===== config.mk =====
export PLATFORM = sky130hd
export DESIGN_NAME = zigbee_mode_ctrl
export DESIGN_NICKNAME = d
export VERILOG_FILES = /design/src/rtl/zigbee_mode_ctrl.sv
export SDC_FILE = /design/constraint.sdc
export NUM_CORES = 1
export LEC_CHECK = 0
export CAP_MARGIN = 20
export CORE_MARGIN = 3
export CORE_UTILIZATION = 48
export DETAILED_ROUTE_END_ITERATION = 10
export PLACE_DENSITY = 0.73
export REMOVE_ABC_BUFFERS = 1
export SLEW_MARGIN = 10
export SYNTH_ARGS = -nofsm -noshare
export SYNTH_HDL_FRONTEND = slang
export SYNTH_SLANG_ARGS = --single-unit

===== constraint.sdc =====
create_clock -name clk_i -period 1.64 [get_ports clk_i]
set_input_delay 0.164 -clock clk_i [delete_from_list [all_inputs] [get_ports clk_i]]
set_output_delay 0.164 -clock clk_i [all_outputs]
set_load 0.01 [all_outputs]

===== src/rtl/zigbee_mode_ctrl.sv =====
// zigbee_mode_ctrl: drains, soft-resets and settles the datapath around every sel change.
// Define ZIGBEE_MODE_LOCK_EN to add mode_lock_i, which holds off new requests in RUN.
module zigbee_mode_ctrl #(
    parameter logic [1:0] RESET_MODE    = 2'b00,
    parameter int         RESET_CYCLES  = 2,
    parameter int         SETTLE_CYCLES = 8,
    parameter int         DRAIN_TIMEOUT = 255
) (
    input  logic       clk_i,
    input  logic       reset_i,
    input  logic [1:0] mode_req_i,
    input  logic       mode_req_valid_i,
    output logic       mode_req_ready_o,
    input  logic       chain_busy_i,
`ifdef ZIGBEE_MODE_LOCK_EN
    input  logic       mode_lock_i,
`endif
    output logic [1:0] sel_o,
    output logic       chain_resetn_o,
    output logic       chain_en_o,
    output logic       switching_o,
    output logic       timeout_o
);

    localparam int MAX_PHASE = (RESET_CYCLES > SETTLE_CYCLES) ? RESET_CYCLES : SETTLE_CYCLES;
    localparam int PW        = $clog2(MAX_PHASE + 1);
    localparam int DW        = $clog2(DRAIN_TIMEOUT + 1);

    localparam logic [PW-1:0] RESET_LAST  = PW'(RESET_CYCLES - 1);
    localparam logic [PW-1:0] SETTLE_LAST = PW'(SETTLE_CYCLES - 1);
    localparam logic [DW-1:0] DRAIN_LAST  = DW'(DRAIN_TIMEOUT - 1);

    typedef enum logic [1:0] {
        ST_RUN,
        ST_DRAIN,
        ST_RESET,
        ST_SETTLE
    } state_t;

    state_t        state_q, state_d;
    logic [PW-1:0] phase_cnt_q, phase_cnt_d;
    logic [DW-1:0] drain_cnt_q, drain_cnt_d;
    logic [1:0]    target_q, target_d;
    logic [1:0]    sel_q, sel_d;
    logic          resetn_q, resetn_d;
    logic          en_q, en_d;
    logic          ready_q, ready_d;
    logic          switching_q, switching_d;
    logic          timeout_q, timeout_d;

    logic accept;
    logic accept_switch;
    logic drain_timeout;
    logic run_ready;

    // ready_q is only ever high in RUN, so it fully qualifies the handshake
    assign accept        = mode_req_valid_i & ready_q;
    assign accept_switch = accept && (mode_req_i != sel_q);
    assign drain_timeout = (state_q == ST_DRAIN) && chain_busy_i
                           && (drain_cnt_q == DRAIN_LAST);

`ifdef ZIGBEE_MODE_LOCK_EN
    assign run_ready = ~mode_lock_i;
`else
    assign run_ready = 1'b1;
`endif

    always_ff @(posedge clk_i or posedge reset_i) begin
        if (reset_i) begin
            state_q     <= ST_RESET;
            phase_cnt_q <= '0;
            drain_cnt_q <= '0;
            target_q    <= RESET_MODE;
            sel_q       <= RESET_MODE;
            resetn_q    <= 1'b0;
            en_q        <= 1'b0;
            ready_q     <= 1'b0;
            switching_q <= 1'b1;
            timeout_q   <= 1'b0;
        end else begin
            state_q     <= state_d;
            phase_cnt_q <= phase_cnt_d;
            drain_cnt_q <= drain_cnt_d;
            target_q    <= target_d;
            sel_q       <= sel_d;
            resetn_q    <= resetn_d;
            en_q        <= en_d;
            ready_q     <= ready_d;
            switching_q <= switching_d;
            timeout_q   <= timeout_d;
        end
    end

    always_comb begin
        state_d = state_q;
        unique case (state_q)
            ST_RUN: begin
                if (accept_switch) begin
                    state_d = ST_DRAIN;
                end
            end
            ST_DRAIN: begin
                if (!chain_busy_i || drain_timeout) begin
                    state_d = ST_RESET;
                end
            end
            ST_RESET: begin
                if (phase_cnt_q == RESET_LAST) begin
                    state_d = (SETTLE_CYCLES == 0) ? ST_RUN : ST_SETTLE;
                end
            end
            ST_SETTLE: begin
                if (phase_cnt_q == SETTLE_LAST) begin
                    state_d = ST_RUN;
                end
            end
            default: state_d = ST_RESET;
        endcase
    end

    always_comb begin
        phase_cnt_d = '0;
        if ((state_d == state_q)
            && ((state_q == ST_RESET) || (state_q == ST_SETTLE))) begin
            phase_cnt_d = phase_cnt_q + 1'b1;
        end

        drain_cnt_d = '0;
        if ((state_q == ST_DRAIN) && (state_d == ST_DRAIN)) begin
            drain_cnt_d = (drain_cnt_q == '1) ? drain_cnt_q : drain_cnt_q + 1'b1;
        end

        target_d = accept_switch ? mode_req_i : target_q;

        // sel only moves on the edge that also pulls the soft reset low
        sel_d = sel_q;
        if ((state_q == ST_DRAIN) && (state_d == ST_RESET)) begin
            sel_d = target_q;
        end

        resetn_d    = (state_d != ST_RESET);
        en_d        = (state_d == ST_RUN);
        ready_d     = (state_d == ST_RUN) && run_ready;
        switching_d = (state_d != ST_RUN);

        timeout_d = timeout_q;
        if (accept) begin
            timeout_d = 1'b0;
        end else if (drain_timeout) begin
            timeout_d = 1'b1;
        end
    end

    assign sel_o            = sel_q;
    assign chain_resetn_o   = resetn_q;
    assign chain_en_o       = en_q;
    assign mode_req_ready_o = ready_q;
    assign switching_o      = switching_q;
    assign timeout_o        = timeout_q;

endmodule


======== Word level (Yosys, flattened, before mapping) ========
Cells that the tools add are included.
word-level totals
  output and inout port bits .............. 7
  word-level logic and storage cells ...... 48
  register bits after elaboration ......... 22
cells by class
  bitwise gates (word level) .............. 1
  reductions and logical operators ........ 13
  add/sub/neg operators ................... 2
  eq/ne operators ......................... 13
  multiplexer cells ....................... 10
operators with widths
  kind                 number
  $eq 8x8->1 const B   2
  $mux 8               2
  $add 8x1->8 const B  1
  $mux 2               4
  $pmux 2 s4           1
  $eq 2x2->1 const B   3
  $logic_and 1x1->1    6
  $add 4x1->4 const B  1
  $eq 2x1->1 const B   2
  $eq 4x1->1 const B   1
  $eq 4x3->1 const B   1
  $logic_not 2->1      2
  $mux 4               1
  $ne 2x2->1 const B   2
  $reduce_bool 2->1    2
  $eq 2x2->1           1
  $logic_or 1x1->1     2
  $mux 1               2
  $ne 2x2->1           1
  $and 1x1->1          1
  $logic_not 1->1      1

======== Depth between registers and ports, before layout ========
  depth after elaboration ................. 9
  gate-level depth with buffers ........... 6
  mapped depth without buffers ............ 6

======== Worst setup path before layout ========
No wires, ideal clock.
  path kind ............................... register to register
  from .................................... reg drain_cnt_q[0]
  to ...................................... reg drain_cnt_q[5]
  data required time ...................... 1.509 ns
  path buffers ............................ 1
  period minus slack after synthesis ...... 1.516 ns
  stages on the path, launching flop included .. 7
  setup time .............................. 0.131 ns
  arrival time ............................ 1.384 ns
  slack ................................... 0.124 ns
  cell sequence ........................... dfrtp_1 -> ha_1 -> and3_1 -> buf_6 -> a311oi_2 -> xnor2_1 -> nor2_1
on the way
  word-level cells in the longest chain between the ends .. 8
  elaborated cells between the ends (all ways) .. 12
  those cells by class .................... 1 x add/sub; 4 x eq/ne; 4 x mux; 3 x reduce/logical
RTL lines
  what                                                   line  source
  from (decl)                                            42    logic [DW-1:0] drain_cnt_q, drain_cnt_d;
  from (signal assigned)                                 83    drain_cnt_q <= drain_cnt_d;
  $eq 8x8->1                                             60    && (drain_cnt_q == DRAIN_LAST);
  $logic_and 1x1->1                                      60
  $logic_or 1x1->1                                       103   if (!chain_busy_i || drain_timeout) begin
  $mux 2                                                 103
  $pmux 2 s4                                             96    unique case (state_q)
  $eq 2x1->1                                             129   if ((state_q == ST_DRAIN) && (state_d == ST_DRAIN)) begin
  $logic_and 1x1->1                                      129
  $ne 2x2->1 (no source line) or $mux 8 (tied branches)  -
Several ways; a longest one is shown, not always the timed one. The select of a mux whose other input is x is not followed.
A chain may end at the register's enable or synchronous reset.

======== Worst setup path after layout ========
  from .................................... reg drain_cnt_q[0]
  to ...................................... reg sel_q[1], in the netlist sel_o[1]
on the way
  word-level cells in the longest chain between the ends .. 7
RTL lines
  what                  line  source
  $eq 8x8->1            60
  $logic_and 1x1->1     60
  $logic_or 1x1->1      103
  $mux 2                103
  $pmux 2 s4            96
  $eq 2x2->1            137   if ((state_q == ST_DRAIN) && (state_d == ST_RESET)) begin
  $logic_and 1x1->1     137
  to (signal assigned)  85    sel_q <= sel_d;
  to (decl)             44    logic [1:0] sel_q, sel_d;
No other way between the ends.

==> metrics.md <==
| Metric | Value |
|---|---|
| CTS sink cnt | `22` |
| Mapped Cells | `about 100` |
| CTS tree | `done` |
| Maximum clock rate | `around 650 MHz` |
| Post-synthesis average cell area | `10.8 µm²` |
| Max clock buf depth | `2` |
| I/O Buffers | `12` |
| Post-synth ARST share | `1.00` |
| DRT met1 WL | `895 µm` |
| CTS Hold Buffers Added | `0` |
| Max-slew violation count | `0` |
| Via count | `slightly above 800` |
| Worst R2R Start | `drain_cnt_q[0]` |
| RSZ-0062 raised after global routing | `no` |
| Width of the die | `53.6 µm` |
| GRT Total Usage | `0.154` |
| Initial Util | `0.532` |
| Die Span Y | `53.6 µm` |
| Setup CP Type | `register to register` |
| P&R area growth vs syn | `20.3%` |
| CP required | `1.84 ns` |
| Initial antenna violation count | `0` |
| Post-synth top area share | `0.460` |
| Placeable Area | `0.00204 mm²` |
| Most frequent cells in the layout | `dfrtp_1 (19), nor2_1 (12), clkdlybuf4s50_1 (12)` |
| Crit-path max cell delay | `0.46 ns` |
| Final worst slack | `~0.10 ns` |
| Remaining global-route overflow | `0` |
| Worst Clk Skew | `just over 0.002 ns` |
| Metal3 WL | `100 µm` |
| Placed Cells | `141` |
| Max-slew headroom | `0.710` |
| Min Tclk post-route | `1.54 ns` |
| Post-route ant nets | `0` |
| H-tree Lvls | `1` |
| HPWL after DPL | `1.40 mm` |
| WL/cell | `12.8 µm` |
| P per Cell Area | `between 1000 and 1500 mW/mm²` |
| Launch point of the worst path | `drain_cnt_q[0]` |
| CP max-delay cell | `dfrtp_2` |
| Largest net degree at the start of global routing | `23` |
| # setup viols final | `0` |
| Synth Flop Type | `dfrtp_1` |
| Clock Tree Root | `clkbuf_4` |
| Area leader, netlist | `dfrtp_1` |
| Vias in the first global route | `768` |
| Drt pass-1 iters | `4` |
| Final WL | `1.89 mm` |
| DR top layer | `met4` |
| Met2 routed WL | `879 µm` |
| CTS buffer count | `3` |
| Max VDD drop | `between 0.9 and 1 mV` |
| CTS clk-pin slew, worst paths | `roughly 0.12 ns` |
| Most common cell after layout, fill and taps aside | `dfrtp_1` |
| Setup crit end kind | `register` |
| WHS | `0.175 ns` |
| Final cell count without fillers | `147` |
| Slew of the pin with the lowest slew margin | `0.430 ns` |
| Num rows | `16` |
| Cell chain of the critical path | `inv_1 -> ha_1 -> nand3_1 -> o21ai_2 -> nand2_2 -> mux2_4` |
| Residual DRC | `0` |
| Run status | `finished clean` |
| Number of DRC markers in iteration 0 | `23` |
| GPL Wtd Cong | `between 0.8 and 0.9` |
| Pre-CTS setup slack | `0.0319 ns` |
| Leakage | `0.561 nW` |
| Tcrit/Tclk final | `0.938` |
| Via density per instance | `5.65` |
| N_diodes | `0` |
| Mapped Area | `between 0.001 and 0.0015 mm²` |
| Final Hold Viols | `0` |
| Crit-path max FO | `5` |
| Number of top-level pins | `13` |
| Setup TNS | `0 ns` |
| Yosys warns | `0` |
| Post-layout net count | `131` |
| Tightest Hold Check Type | `input pin to asynchronous set/reset pin` |
| First-pass GRT wire length | `3.19 mm` |
| Max-cap violations | `0` |
| Critical Path AT | `1.74 ns` |
| #FFs+latches synth | `22` |
| Clk_lat worst skew | `0.30 ns` |
| Startpoint Class | `register` |
| Share of layout cells above drive strength 1 | `0.208` |
| Netlist cell types | `35` |
| Area contributors post-synth | `dfrtp_1 (46%), dfstp_2 (4.8%), ha_1 (4.6%)` |
| Post-synth EDFFs | `0` |
| Sequential share of the synthesized area | `0.509` |
| Die Area | `between 0.002 and 0.003 mm²` |
| Final Power | `1.71 mW` |
-- cell type report --
class	count	area (µm²)
multi-input combinational	71	503
timing repair buffer	17	158
sequential	22	554
clock buffer	4	36.3
fill	167	734
inverter	6	22.5
tap	27	33.8
-- cells in the mapped netlist, types with 4 or more instances --
| cell | count |
|---|---|
| a31oi_1 | 4 |
| inv_1 | 6 |
| ha_1 | 4 |
| dfrtp_1 | 20 |
| xnor2_1 | 5 |
| nor2_1 | 12 |
| a21oi_1 | 4 |
| o21ai_0 | 6 |
| nand3_1 | 7 |
-- per-layer routing --
metal,track usage,vias up
met1,0.189,406
li1,-,400
met5,0,-
met3,0.0277,2
met2,0.263,22
met4,0.0638,0
-- critical path: cells and delay by family, from the launching register on --
kind,cells,cell delay (ns)
flip-flops,1,0.46
multiplexers,1,0.30
AND/OR/NAND/NOR,2,0.25
AO/OA/AOI/OAI,1,0.21
adder cells (fa/ha/maj),1,0.14
buffers and inverters,1,0.07
-- metrics by stage --
step	util	instance area, µm²
after floorplan	-	1070
after global placement	0.610	1240
after detailed placement	0.610	1240
after CTS	0.627	1280
after global routing	0.640	1310
final	0.640	1310
-- where the power goes --
part           switching [mW]  leakage, nW  total [mW]  internal (mW)
clock                   0.160       0.0210       0.296          0.135
sequential              0.130        0.282       0.830          0.700
combinational           0.245        0.258       0.580          0.335
-- final timing paths --
| check | end | slack [ns] | cells after the start |
|---|---|---|---|
| max in group asynchronous | switching_o | 1.19 | 3 |
| min in group clk_i | timeout_o | 0.43 | 2 |
| setup reg to reg | sel_o[1] | 0.10 | 6 |
| setup / recovery | sel_o[1] | 0.10 | 6 |
| hold reg to reg | timeout_o | 0.50 | 1 |
| hold / removal | drain_cnt_q[0] | 0.18 | 3 |
-- timing repair --
| action | 4_1_cts | 5_1_grt |
|---|---|---|
| buffers inserted | 0 | 2 |
| resized for setup | 0 | 4 |
| setup endpoints to repair | 0 | 6 |
-- logic make-up (layout without fill, tap and decap cells) --
kind of cell | count (synthesis) | count (layout) | synth area share
adders and majority gates | 4 | 4 | 0.0460
DFF | 22 | 22 | 0.509
AOI/OAI and AO/OA | 23 | 23 | 0.146
xor gates and xnor gates | 6 | 6 | 0.0483
and+or+nand+nor | 34 | 34 | 0.165
buffers and inverters | 8 | 27 | 0.0380
muxes | 4 | 4 | 0.0483
-- flip-flops by register name (all words and copies together), names as in the netlist --
| register | cells |
|---|---|
| chain_resetn_o | 1 |
| drain_cnt_q | 8 |
| mode_req_ready_o | 1 |
| phase_cnt_q | 4 |
| sel_o | 2 |
| state_q | 2 |
| switching_o | 1 |
| target_q | 2 |
| timeout_o | 1 |
Note: power is estimated with default switching activity, not from simulation.
